<file path="config.mk">
export PLATFORM = sky130hd
export DESIGN_NAME = image_ram_loader_flat
export DESIGN_NICKNAME = d
export VERILOG_FILES = /design/src/rtl/image_ram_loader_if.sv /design/src/rtl/image_ram_loader.sv /design/src/flat_wrapper.sv
export SDC_FILE = /design/constraint.sdc
export NUM_CORES = 1
export LEC_CHECK = 0
export ABC_AREA = 1
export CELL_PAD_IN_SITES_DETAIL_PLACEMENT = 1
export CELL_PAD_IN_SITES_GLOBAL_PLACEMENT = 2
export CORE_MARGIN = 3
export CORE_UTILIZATION = 31
export CTS_CLUSTER_SIZE = 14
export DETAILED_ROUTE_END_ITERATION = 6
export PLACE_DENSITY = 0.86
export SYNTH_ARGS = -nofsm -noshare
export SYNTH_HDL_FRONTEND = slang
export SYNTH_SLANG_ARGS = --single-unit
</file>
<file path="constraint.sdc">
create_clock -name pclk -period 2.04 [get_ports pclk]
set_input_delay 0.408 -clock pclk [delete_from_list [all_inputs] [get_ports pclk]]
set_output_delay 0.408 -clock pclk [all_outputs]
set_load 0.01 [all_outputs]
</file>
<file path="src/rtl/image_ram_loader_if.sv">
// -----------------------------------------------------------------------------
// image_ram_loader_if
//   Bundles the control, byte-stream and RAM-write signals of the image RAM
//   loader.
//   master : the side that issues start/abort and sources the byte stream;
//            it observes the RAM write port and the status pulses.
//   slave  : the loader itself.
//   Signals
//     start, abort        frame control requests
//     rx_data, rx_valid   incoming byte stream
//     rx_ready            loader accepts a byte this cycle
//     wr_en/addr/data     image RAM write port, address {y, x}, data {R, G, B}
//     busy, done, error   frame status and one-cycle completion/timeout pulses
// -----------------------------------------------------------------------------
interface image_ram_loader_if;
  logic        start;
  logic        abort;
  logic [7:0]  rx_data;
  logic        rx_valid;
  logic        rx_ready;
  logic        wr_en;
  logic [15:0] wr_addr;
  logic [11:0] wr_data;
  logic        busy;
  logic        done;
  logic        error;

  modport master (
    output start, abort, rx_data, rx_valid,
    input  rx_ready, wr_en, wr_addr, wr_data, busy, done, error
  );

  modport slave (
    input  start, abort, rx_data, rx_valid,
    output rx_ready, wr_en, wr_addr, wr_data, busy, done, error
  );
endinterface

</file>
<file path="src/rtl/image_ram_loader.sv">
// -----------------------------------------------------------------------------
// image_ram_loader
//   Writer side of the card-image memory. Accepts a byte stream over a
//   valid/ready handshake, packs each pair of bytes into one 12-bit RGB pixel
//   (first byte supplies R in its low nibble, second byte supplies G and B) and
//   writes the pixel to the image RAM at {y, x}, the same address layout the
//   drawing blocks read.
//   Ports
//     pclk   pixel clock, rising edge
//     rst    synchronous active-high reset
//     bus    image_ram_loader_if.slave: start/abort, rx_data/rx_valid/rx_ready,
//            wr_en/wr_addr/wr_data, busy/done/error
//   Parameters
//     WIDTH, HEIGHT    image size in pixels, 1..256 each
//     TIMEOUT_CYCLES   idle handshake cycles inside a frame before it is
//                      abandoned with an error pulse, >= 2
// -----------------------------------------------------------------------------
module image_ram_loader #(
  parameter int WIDTH          = 200,
  parameter int HEIGHT         = 112,
  parameter int TIMEOUT_CYCLES = 1_000_000
) (
  input  logic               pclk,
  input  logic               rst,
  image_ram_loader_if.slave  bus
);

  // The counter only needs to hold 0..TIMEOUT_CYCLES-1: expiry is detected on
  // the cycle that would take it to TIMEOUT_CYCLES.
  localparam int                CNT_W    = $clog2(TIMEOUT_CYCLES);
  localparam logic [CNT_W-1:0]  CNT_LAST = CNT_W'(TIMEOUT_CYCLES - 1);
  localparam logic [7:0]        X_LAST   = 8'(WIDTH - 1);
  localparam logic [7:0]        Y_LAST   = 8'(HEIGHT - 1);

  typedef enum logic [1:0] {
    ST_IDLE = 2'd0,
    ST_HI   = 2'd1,
    ST_LO   = 2'd2
  } state_t;

  state_t            state_reg,   state_next;
  logic [7:0]        x_reg,       x_next;
  logic [7:0]        y_reg,       y_next;
  logic [3:0]        r_reg,       r_next;
  logic [CNT_W-1:0]  cnt_reg,     cnt_next;
  logic              wr_en_reg,   wr_en_next;
  logic [15:0]       wr_addr_reg, wr_addr_next;
  logic [11:0]       wr_data_reg, wr_data_next;
  logic              done_reg,    done_next;
  logic              error_reg,   error_next;

  logic in_frame;
  logic transfer;

  // Ready is a pure decode of the state register so that no combinational
  // path exists from rx_valid back to rx_ready.
  assign in_frame = (state_reg == ST_HI) || (state_reg == ST_LO);
  assign transfer = bus.rx_valid && in_frame;

  assign bus.rx_ready = in_frame;
  assign bus.busy     = in_frame;
  assign bus.wr_en    = wr_en_reg;
  assign bus.wr_addr  = wr_addr_reg;
  assign bus.wr_data  = wr_data_reg;
  assign bus.done     = done_reg;
  assign bus.error    = error_reg;

  always_ff @(posedge pclk) begin
    if (rst) begin
      state_reg   <= ST_IDLE;
      x_reg       <= '0;
      y_reg       <= '0;
      r_reg       <= '0;
      cnt_reg     <= '0;
      wr_en_reg   <= 1'b0;
      wr_addr_reg <= '0;
      wr_data_reg <= '0;
      done_reg    <= 1'b0;
      error_reg   <= 1'b0;
    end else begin
      state_reg   <= state_next;
      x_reg       <= x_next;
      y_reg       <= y_next;
      r_reg       <= r_next;
      cnt_reg     <= cnt_next;
      wr_en_reg   <= wr_en_next;
      wr_addr_reg <= wr_addr_next;
      wr_data_reg <= wr_data_next;
      done_reg    <= done_next;
      error_reg   <= error_next;
    end
  end

  always_comb begin
    state_next   = state_reg;
    x_next       = x_reg;
    y_next       = y_reg;
    r_next       = r_reg;
    cnt_next     = cnt_reg;
    wr_en_next   = 1'b0;
    wr_addr_next = wr_addr_reg;   // address/data hold between writes
    wr_data_next = wr_data_reg;
    done_next    = 1'b0;
    error_next   = 1'b0;

    if (bus.abort) begin
      // Abort outranks start, a coincident transfer and timeout expiry. A byte
      // handshaken in this cycle is consumed but never written.
      state_next = ST_IDLE;
      cnt_next   = '0;
    end else begin
      unique case (state_reg)
        ST_IDLE: begin
          if (bus.start) begin
            state_next = ST_HI;
            x_next     = '0;
            y_next     = '0;
            cnt_next   = '0;
          end
        end

        ST_HI: begin
          if (transfer) begin
            r_next     = bus.rx_data[3:0];
            cnt_next   = '0;
            state_next = ST_LO;
          end else if (cnt_reg == CNT_LAST) begin
            error_next = 1'b1;
            cnt_next   = '0;
            state_next = ST_IDLE;
          end else begin
            cnt_next = cnt_reg + CNT_W'(1);
          end
        end

        ST_LO: begin
          if (transfer) begin
            wr_en_next   = 1'b1;
            wr_addr_next = {y_reg, x_reg};
            wr_data_next = {r_reg, bus.rx_data};
            cnt_next     = '0;
            state_next   = ST_HI;
            if (x_reg == X_LAST) begin
              x_next = '0;
              if (y_reg == Y_LAST) begin
                // Final pixel: done rides with its write strobe and the
                // frame closes on the same edge.
                done_next  = 1'b1;
                state_next = ST_IDLE;
              end else begin
                y_next = y_reg + 8'd1;
              end
            end else begin
              x_next = x_reg + 8'd1;
            end
          end else if (cnt_reg == CNT_LAST) begin
            error_next = 1'b1;
            cnt_next   = '0;
            state_next = ST_IDLE;
          end else begin
            cnt_next = cnt_reg + CNT_W'(1);
          end
        end

        default: begin
          state_next = ST_IDLE;
        end
      endcase
    end
  end

endmodule

</file>
<file path="src/flat_wrapper.sv">
// flat-port wrapper written by rule: the top's interface ports become plain ports
module image_ram_loader_flat 
#(
  parameter int WIDTH          = 200,
  parameter int HEIGHT         = 112,
  parameter int TIMEOUT_CYCLES = 1_000_000
)
  (pclk, rst, bus_start, bus_abort, bus_rx_data, bus_rx_valid, bus_rx_ready, bus_wr_en, bus_wr_addr, bus_wr_data, bus_busy, bus_done, bus_error);
  image_ram_loader_if bus_i ();
  input  logic pclk;
  input  logic rst;
  input wire logic [$bits(bus_i.start)-1:0] bus_start;
  input wire logic [$bits(bus_i.abort)-1:0] bus_abort;
  input wire logic [$bits(bus_i.rx_data)-1:0] bus_rx_data;
  input wire logic [$bits(bus_i.rx_valid)-1:0] bus_rx_valid;
  output wire logic [$bits(bus_i.rx_ready)-1:0] bus_rx_ready;
  output wire logic [$bits(bus_i.wr_en)-1:0] bus_wr_en;
  output wire logic [$bits(bus_i.wr_addr)-1:0] bus_wr_addr;
  output wire logic [$bits(bus_i.wr_data)-1:0] bus_wr_data;
  output wire logic [$bits(bus_i.busy)-1:0] bus_busy;
  output wire logic [$bits(bus_i.done)-1:0] bus_done;
  output wire logic [$bits(bus_i.error)-1:0] bus_error;
  assign bus_i.start = bus_start;
  assign bus_i.abort = bus_abort;
  assign bus_i.rx_data = bus_rx_data;
  assign bus_i.rx_valid = bus_rx_valid;
  assign bus_rx_ready = bus_i.rx_ready;
  assign bus_wr_en = bus_i.wr_en;
  assign bus_wr_addr = bus_i.wr_addr;
  assign bus_wr_data = bus_i.wr_data;
  assign bus_busy = bus_i.busy;
  assign bus_done = bus_i.done;
  assign bus_error = bus_i.error;
  image_ram_loader #(.WIDTH(WIDTH), .HEIGHT(HEIGHT), .TIMEOUT_CYCLES(TIMEOUT_CYCLES)) u_core (.pclk(pclk), .rst(rst), .bus(bus_i));
endmodule
</file>
==> results_tabular.tex, run 1 <==
\begin{tabular}{lr}
\hline
Metric & Value \\
\hline
\multicolumn{2}{l}{\textbf{Finish}} \\
\quad Final core area utilization & 40.7\% \\
\quad Antenna Cells & 0 \\
\quad Final-stage net count & 543 \\
\quad Final cell count without fillers & 664 \\
\quad Area Growth Syn to Fin & 25.7\% \\
\quad Commonest cells after routing, fill and taps aside & sky130\_fd\_sc\_hd\_\_nor2\_1, sky130\_fd\_sc\_hd\_\_nand2\_1, sky130\_fd\_sc\_hd\_\_dfxtp\_1, sky130\_fd\_sc\_hd\_\_clkdlybuf4s50\_1, sky130\_fd\_sc\_hd\_\_inv\_1 \\
\quad Filler Cell Count & 1313 \\
\quad Most common cell after layout, fill and taps aside & sky130\_fd\_sc\_hd\_\_nor2\_1 \\
\quad Largest register FFs & 20 \\
\quad Fraction of final layout cells sized beyond drive strength 1 & 9.66\% \\
\multicolumn{2}{l}{\textbf{STA}} \\
\quad RSZ-0062 raised after global routing & true \\
\quad Worst-case clock skew & 0.00817 ns \\
\quad Total count of max-transition violations in the final report & 0 \\
\quad Maximum clock frequency & 542 MHz \\
\quad Number of setup violations in the final report & 0 \\
\quad Final critical delay including setup and external delays & 1.84 ns \\
\quad Number of hold violations in the final report & 0 \\
\quad Relative max-transition margin & 52.8\% \\
\quad Total negative slack for setup checks & 0 ns \\
\quad Final Worst Setup Slack & 0.195 ns \\
\quad Transition at the pin with the smallest max-transition slack & 0.708 ns \\
\quad Final period utilization & 90.4\% \\
\multicolumn{2}{l}{\textbf{Outcome}} \\
\quad Run status & finished clean \\
\multicolumn{2}{l}{\textbf{Setup path}} \\
\quad Crit-path max cell delay & 0.52 ns \\
\quad Critical Path Start & u\_core.state\_reg[0] \\
\quad Critical Path Sink Type & flip-flop \\
\quad Critical path destination & u\_core.bus.wr\_data[5] \\
\quad Critical-path maximum fanout & 21 \\
\quad Critical R2R Capture & u\_core.bus.wr\_data[5] \\
\quad Register-to-register setup slack & 0.20 ns \\
\quad Count of cells along the worst register-to-register path & 9 \\
\quad Crit-path cells & inv\_1 -> ha\_4 -> nand2\_1 -> inv\_1 -> nand2\_1 -> nor2\_4 -> inv\_1 -> nor2\_1 -> nor2\_1 \\
\quad Start of the worst register-to-register path & u\_core.state\_reg[0] \\
\quad Worst Path Arrival & 2.16 ns \\
\quad Master of the slowest instance on the critical path & sky130\_fd\_sc\_hd\_\_inv\_1 \\
\quad CP Data Required Time & 2.36 ns \\
\quad Most used cell along the critical path & sky130\_fd\_sc\_hd\_\_inv\_1 \\
\quad Critical path class & flip-flop to flip-flop \\
\quad Type of origin of the critical path & flip-flop \\
\multicolumn{2}{l}{\textbf{Clock tree}} \\
\quad Bufs on Longest Clock Path & 2 \\
\quad Number of sinks handled by clock tree synthesis & 73 \\
\quad CTS root buffer & sky130\_fd\_sc\_hd\_\_clkbuf\_8 \\
\quad Number of buffers created by CTS & 9 \\
\quad Clock Latency Late Sink & 0.38 ns \\
\quad Post-CTS Repair Setup Buffers & 0 \\
\quad Clock tree from TritonCTS & yes \\
\quad Worst-path clk slew & 0.09 ns \\
\quad H-tree Lvls & 3 \\
\quad CTS Hold Buffers Added & 0 \\
\multicolumn{2}{l}{\textbf{Placed design}} \\
\quad Final weighted congestion in routability-driven placement & 0.788 \\
\quad Placed cell count & 648 \\
\quad Detailed placement HPWL & 6770 µm \\
\quad Number of port buffers & 45 \\
\quad Pre-CTS WS & 0.0286 ns \\
\multicolumn{2}{l}{\textbf{Global routing}} \\
\quad Number of global-route vias before repair & 3285 \\
\quad Overflow after GRT & 0 \\
\quad Initial antenna violation count & 0 \\
\quad Maximum number of pins on one net before global-route repair & 37 \\
\quad GRT Overall Usage & 15.8\% \\
\quad First-pass GRT wire length & 15900 µm \\
\multicolumn{2}{l}{\textbf{Power}} \\
\quad Worst vdd ir & 382 µV \\
\quad Logic gate share of total power & 5.8\% \\
\quad Power density normalized to cell area & 660 mW/mm² \\
\quad Sequential power share & 50.7\% \\
\quad Sw Pwr & 739 µW \\
\quad Clock share of power & 43.5\% \\
\quad Leakage power summed over all cells & 1.68 nW \\
\quad Design internal power & 2.08 mW \\
\quad Sw Ratio & 26.2\% \\
\multicolumn{2}{l}{\textbf{Hold path}} \\
\quad Class of the worst hold path & flip-flop to flip-flop \\
\quad Worst Min Path Start & u\_core.r\_reg[0] \\
\multicolumn{2}{l}{\textbf{Synth}} \\
\quad Synth top area share & 43.0\% \\
\quad Syn. warnings & 0 \\
\quad Cell Area, Synth & 0.00340 mm² \\
\quad Seq cells post-synth & 73 \\
\quad Top cells by area in the synthesized netlist & sky130\_fd\_sc\_hd\_\_dfxtp\_1, sky130\_fd\_sc\_hd\_\_nor2\_1, sky130\_fd\_sc\_hd\_\_nand2\_1 \\
\quad Cell type contributing the most total cell area after synthesis & sky130\_fd\_sc\_hd\_\_dfxtp\_1 \\
\quad Number of distinct library cells after synthesis & 29 \\
\quad Sequential-to-total area share from yosys stat & 43.0\% \\
\quad Mean instance size in the synthesized netlist & 7.25 µm² \\
\quad Mapped Cells & 469 \\
\quad Mapped Nets & 489 \\
\multicolumn{2}{l}{\textbf{Die}} \\
\quad Total die area & 0.0123 mm² \\
\quad Number of rows created at floorplan & 37 \\
\quad Placeable core area & 0.0105 mm² \\
\quad Die boundary width & 111 µm \\
\quad I/O pins & 46 \\
\quad Initial standard-cell utilization of the core & 32.4\% \\
\quad Die Height & 111 µm \\
\multicolumn{2}{l}{\textbf{Routing}} \\
\quad Drt initial violations & 141 \\
\quad Routed Antenna Nets & 0 \\
\quad Via count & 3136 \\
\quad DRC violation count after routing & 0 \\
\quad Total Routed Length & 9250 µm \\
\quad Pre-Repair DR Iteration Count & 4 \\
\quad Wire length per cell & 13.9 µm \\
\quad Via density & 4.72 \\
\multicolumn{2}{l}{\textbf{Flow run}} \\
\quad Number of max-cap violations & 0 \\
\hline
\end{tabular}
==> worst max-delay path, delay by kind of cell, from the launching register on <==
| kind | cells | cell delay, ns |
|---|---|---|
| and+or+nand+nor | 5 | 0.48 |
| adders and majority gates | 1 | 0.27 |
| buffers and inverters | 3 | 0.66 |
| DFF | 1 | 0.37 |
==> how the worst min path moves through the flow <==
stage / end / slack (ns) / cells after the start
6_report: u_core.bus.wr_data[8] / 0.49 / 2
5_1_grt: u_core.bus.wr_data[10] / 0.52 / 2
4_1_cts: u_core.bus.wr_data[9] / 0.50 / 2
3_5_place_dp: u_core.bus.wr_data[9] / 0.48 / 2
3_3_place_gp: u_core.bus.wr_data[10] / 0.46 / 2
2_1_floorplan: u_core.bus.wr_data[10] / 0.45 / 2
==> synth_stat cells <==
library cell and instances:
sky130_fd_sc_hd__nor2_1 107, sky130_fd_sc_hd__nand3_1 20, sky130_fd_sc_hd__buf_2 7, sky130_fd_sc_hd__nor3_2 1
sky130_fd_sc_hd__nor3_1 10, sky130_fd_sc_hd__nand4_1 6, sky130_fd_sc_hd__dfxtp_1 73, sky130_fd_sc_hd__buf_6 1
sky130_fd_sc_hd__or2_2 1, sky130_fd_sc_hd__nor4_1 4, sky130_fd_sc_hd__nor2_4 2, sky130_fd_sc_hd__nor3b_1 2
sky130_fd_sc_hd__nand3_2 3, sky130_fd_sc_hd__inv_2 3, sky130_fd_sc_hd__nand2_1 81, sky130_fd_sc_hd__a21oi_1 26
sky130_fd_sc_hd__xnor2_1 6, sky130_fd_sc_hd__o21ai_0 37, sky130_fd_sc_hd__nand3_4 3, sky130_fd_sc_hd__ha_1 7
sky130_fd_sc_hd__buf_1 1, sky130_fd_sc_hd__clkbuf_1 2, sky130_fd_sc_hd__inv_1 42, sky130_fd_sc_hd__nand2_4 4
sky130_fd_sc_hd__buf_4 2, sky130_fd_sc_hd__xor2_1 12, sky130_fd_sc_hd__nor2_2 4, sky130_fd_sc_hd__a211oi_1 1
sky130_fd_sc_hd__nand2_2 1
==> power groups by stage <==
stage                     combinational (mW)  clock (mW)  sequential (mW)
final                                  0.163        1.23             1.43
after global placement                 0.162           0             1.46
after floorplan                       0.0897           0             1.46
after CTS                              0.165        1.29             1.43
after detailed placement               0.163           0             1.46
after global routing                   0.181        1.36             1.43
==> final cells by class <==
| type | instances | area [µm²] | share of cell area [%] |
|---|---|---|---|
| repair buffers | 56 | 556 | 13.0 |
| flip-flops and latches | 73 | 1460 | 34.2 |
| well taps | 136 | 170 | 3.98 |
| clock buffers | 9 | 124 | 2.90 |
| clock inverters | 7 | 85.1 | 1.99 |
| inverters | 45 | 169 | 3.95 |
| multi-input cells | 338 | 1710 | 40.0 |
==> cell families after synthesis <==
group	after synthesis	share of synthesized area [%]
AOI/OAI and AO/OA	64	9.49
xor gates and xnor gates	18	4.63
adders and majority gates	7	2.57
buffers and inverters	58	7.10
DFF	73	43.0
and+or+nand+nor	249	33.2
==> what timing repair did <==
action,in CTS,in global routing
setup endpoints to repair,2,1
gates resized for setup,4,0
pin swaps,0,0
==> stage by stage <==
step	hold slack [ns]	power, mW	cell area [µm²]
2_1_floorplan	0.450	1.55	3400
3_3_place_gp	0.456	1.63	4060
3_5_place_dp	0.476	1.63	4060
4_1_cts	0.499	2.89	4280
5_1_grt	0.522	2.97	4280
6_report	0.491	2.82	4280
==> metal layers <==
layer	vias to the layer above	track usage, %	routed length, µm
met3	10	5.29	247
met2	31	25.4	4400
met1	1490	20.2	4490
li1	1605	-	-
met5	-	0	0
met4	0	4.43	114
No activity file was read; power rests on OpenSTA's default activity.
==> run 2: changes to the inputs <==
- CAP_MARGIN: not set -> 40
- CTS_CLUSTER_DIAMETER: not set -> 40
==> results of run 2 <==
No change in the layout: final DEF, timing and power equal those of run 1.
==> run 3: changes to the inputs <==
- GPL_ROUTABILITY_DRIVEN: not set -> 0
- GPL_TIMING_DRIVEN: not set -> 0
==> run 3 against run 2 <==
Highest routed layer unchanged. First-iteration DRC count fell by 46%. Hold slack got worse by 0.0044 ns. Power fell by 1.7%. Fmax fell by 2.3%. Count of clock-buffer cells in the layout rose by 1. Combinational power fell by 6%. Die area did not move. Design area fell by 0.20%. Critical path depth fell by 5. Final cell count rose by 0.75%. Flip-flop and latch count did not move. Wire length rose by 1.3%.
==> results_tabular.tex, run 3 (same netlist as run 1, synthesis figures left out) <==
\begin{tabular}{lr}
\hline
Metric & Value \\
\hline
\multicolumn{2}{l}{\textbf{Clock tree}} \\
\quad Clock Latency Late Sink & 0.36 ns \\
\quad Clock tree from TritonCTS & yes \\
\quad CTS Hold Buffers Added & 0 \\
\quad Number of buffers created by CTS & 9 \\
\quad Number of sinks handled by clock tree synthesis & 73 \\
\quad Worst-path clk slew & 0.08 ns \\
\quad H-tree Lvls & 3 \\
\quad CTS root buffer & sky130\_fd\_sc\_hd\_\_clkbuf\_8 \\
\quad Bufs on Longest Clock Path & 2 \\
\multicolumn{2}{l}{\textbf{Finish}} \\
\quad Final core area utilization & 40.6\% \\
\quad Antenna Cells & 0 \\
\quad Sequential standard cell area & 0.00146 mm² \\
\quad Total area of multi-input combinational cells & 0.00172 mm² \\
\quad Most common cell after layout, fill and taps aside & sky130\_fd\_sc\_hd\_\_nor2\_1 \\
\quad Final-stage net count & 548 \\
\quad Filler Cell Count & 1302 \\
\quad Fraction of final layout cells sized beyond drive strength 1 & 10.5\% \\
\quad Commonest cells after routing, fill and taps aside & sky130\_fd\_sc\_hd\_\_nor2\_1, sky130\_fd\_sc\_hd\_\_nand2\_1, sky130\_fd\_sc\_hd\_\_dfxtp\_1, sky130\_fd\_sc\_hd\_\_clkdlybuf4s50\_1, sky130\_fd\_sc\_hd\_\_inv\_1 \\
\quad Largest register FFs & 20 \\
\quad Area Growth Syn to Fin & 25.5\% \\
\multicolumn{2}{l}{\textbf{Hold path}} \\
\quad Class of the worst hold path & flip-flop to flip-flop \\
\quad Endpoint of the worst hold-timing path & u\_core.bus.wr\_data[9] \\
\quad Worst Min Path Start & u\_core.r\_reg[1] \\
\quad Number of cells on the worst hold path & 2 \\
\multicolumn{2}{l}{\textbf{Setup path}} \\
\quad Crit-path max cell delay & 0.36 ns \\
\quad Critical path class & flip-flop to output pin \\
\quad Critical-path maximum fanout & 4 \\
\quad Register-to-register setup slack & 0.21 ns \\
\quad Critical R2R Capture & u\_core.bus.wr\_data[1] \\
\quad Crit-path cells & inv\_1 -> ha\_4 -> buf\_4 -> dlygate4sd2\_1 \\
\quad CP Data Required Time & 1.63 ns \\
\quad Count of cells along the worst register-to-register path & 10 \\
\quad Type of origin of the critical path & flip-flop \\
\quad Worst Path Arrival & 1.48 ns \\
\quad Master of the slowest instance on the critical path & sky130\_fd\_sc\_hd\_\_dfxtp\_2 \\
\quad Critical Path Sink Type & output pin \\
\quad Start of the worst register-to-register path & u\_core.state\_reg[0] \\
\multicolumn{2}{l}{\textbf{Global routing}} \\
\quad GRT Overall Usage & 15.9\% \\
\quad Maximum number of pins on one net before global-route repair & 14 \\
\quad First-pass GRT wire length & 16000 µm \\
\quad Initial antenna violation count & 0 \\
\quad Number of global-route vias before repair & 3352 \\
\quad Overflow after GRT & 0 \\
\multicolumn{2}{l}{\textbf{STA}} \\
\quad Total count of max-transition violations in the final report & 0 \\
\quad Number of setup violations in the final report & 0 \\
\quad RSZ-0062 raised after global routing & false \\
\quad Relative max-transition margin & 70.0\% \\
\quad Total negative slack for setup checks & 0 ns \\
\quad Final period utilization & 92.5\% \\
\quad Transition at the pin with the smallest max-transition slack & 0.450 ns \\
\quad Maximum clock frequency & 530 MHz \\
\quad Worst-case clock skew & 0.0102 ns \\
\quad Number of hold violations in the final report & 0 \\
\quad Final critical delay including setup and external delays & 1.89 ns \\
\multicolumn{2}{l}{\textbf{Routing}} \\
\quad Total Routed Length & 9380 µm \\
\quad DRC violation count after routing & 0 \\
\quad Met1 wire length & 4640 µm \\
\quad Wire length per cell & 14.0 µm \\
\quad Via density & 4.74 \\
\quad Pre-Repair DR Iteration Count & 4 \\
\quad Top metal layer carrying routed signals & met4 \\
\quad Via count & 3171 \\
\quad Routed Antenna Nets & 0 \\
\quad Routed wl met2 & 4360 µm \\
\quad Drt initial violations & 76 \\
\quad Detailed route wirelength on metal3 & 221 µm \\
\multicolumn{2}{l}{\textbf{Power}} \\
\quad Worst vdd ir & 370 µV \\
\quad Leakage power summed over all cells & 1.68 nW \\
\quad Power density normalized to cell area & 650 mW/mm² \\
\multicolumn{2}{l}{\textbf{Die}} \\
\quad Die Height & 111 µm \\
\quad Placeable core area & 0.0105 mm² \\
\quad Total die area & 0.0123 mm² \\
\quad I/O pins & 46 \\
\quad Number of rows created at floorplan & 37 \\
\quad Die boundary width & 111 µm \\
\quad Initial standard-cell utilization of the core & 32.4\% \\
\multicolumn{2}{l}{\textbf{Placed design}} \\
\quad Detailed placement HPWL & 7100 µm \\
\quad Number of port buffers & 45 \\
\multicolumn{2}{l}{\textbf{Flow run}} \\
\quad Number of max-cap violations & 0 \\
\multicolumn{2}{l}{\textbf{Outcome}} \\
\quad Run status & finished clean \\
\hline
\end{tabular}
run 3: cell count changes in the layout (fill, tap and decap cells not counted), moves of 2 or more:
cell	change
sky130_fd_sc_hd__clkbuf_1	+2
sky130_fd_sc_hd__inv_6	-2
sky130_fd_sc_hd__buf_4	-4
sky130_fd_sc_hd__buf_12	-2
sky130_fd_sc_hd__clkinv_2	+2
sky130_fd_sc_hd__buf_2	+7
run 3: cell type report:
| cell class | count | area share, % |
|---|---|---|
| Inverter | 45 | 3.96 |
| Multi-Input combinational cell | 338 | 40.3 |
| Buffer | 13 | 1.70 |
| Tap cell | 136 | 3.99 |
| Timing Repair Buffer | 48 | 11.0 |
| Clock buffer | 10 | 3.22 |
| Sequential cell | 73 | 34.3 |
| Clock inverter | 6 | 1.55 |
run 3: layer usage:
metal / GRT usage [%] / vias to the layer above
li1: - / 1619
met1: 20.9 / 1506
met2: 25.8 / 33
met4: 6.08 / 0
met5: 0 / -
met3: 3.00 / 13
run 3: how the worst max path moves through the flow:
| stage | start | end | slack [ns] | cells past startpoint |
|---|---|---|---|---|
| 2_1_floorplan | u_core.state_reg[1] | u_core.bus.wr_addr[0] | 0.37 | 10 |
| 3_3_place_gp | bus_rx_valid | u_core.bus.wr_data[8] | -0.04 | 9 |
| 3_5_place_dp | rst | u_core.bus.wr_data[5] | -0.08 | 6 |
| 4_1_cts | u_core.state_reg[0] | bus_rx_ready | 0.13 | 4 |
| 5_1_grt | u_core.state_reg[0] | u_core.bus.wr_addr[0] | 0.01 | 10 |
| 6_report | u_core.state_reg[0] | bus_rx_ready | 0.15 | 4 |
run 3: worst max-delay path, delay by kind of cell, from the launching register on:
kind / cells / cell delay, ns
adder cells (fa/ha/maj): 1 / 0.27
buffers and inverters: 3 / 0.49
flip-flops: 1 / 0.36
run 3: metrics by stage:
stage,power [mW],cells,instance area (µm²),hold WS (ns),setup slack (ns)
after floorplan,1.55,469,3400,0.450,0.366
after global placement,1.62,650,4020,0.471,-0.0380
after detailed placement,1.62,650,4020,0.473,-0.0816
after CTS,2.82,667,4250,0.494,0.131
after global routing,2.90,669,4270,0.519,0.00963
final,2.78,669,4270,0.487,0.153
run 3: repair_timing:
| item | CTS | global route |
|---|---|---|
| resized for setup | 5 | 2 |
| setup buffers | 1 | 2 |
| pin swaps | 0 | 1 |
| setup endpoints to repair | 3 | 22 |
run 3: power by group:
group | switching [mW] | leakage (nW) | internal, mW
clock network | 0.589 | 0.107 | 0.603
registers | 0.00365 | 0.589 | 1.43
logic | 0.0975 | 0.982 | 0.0563
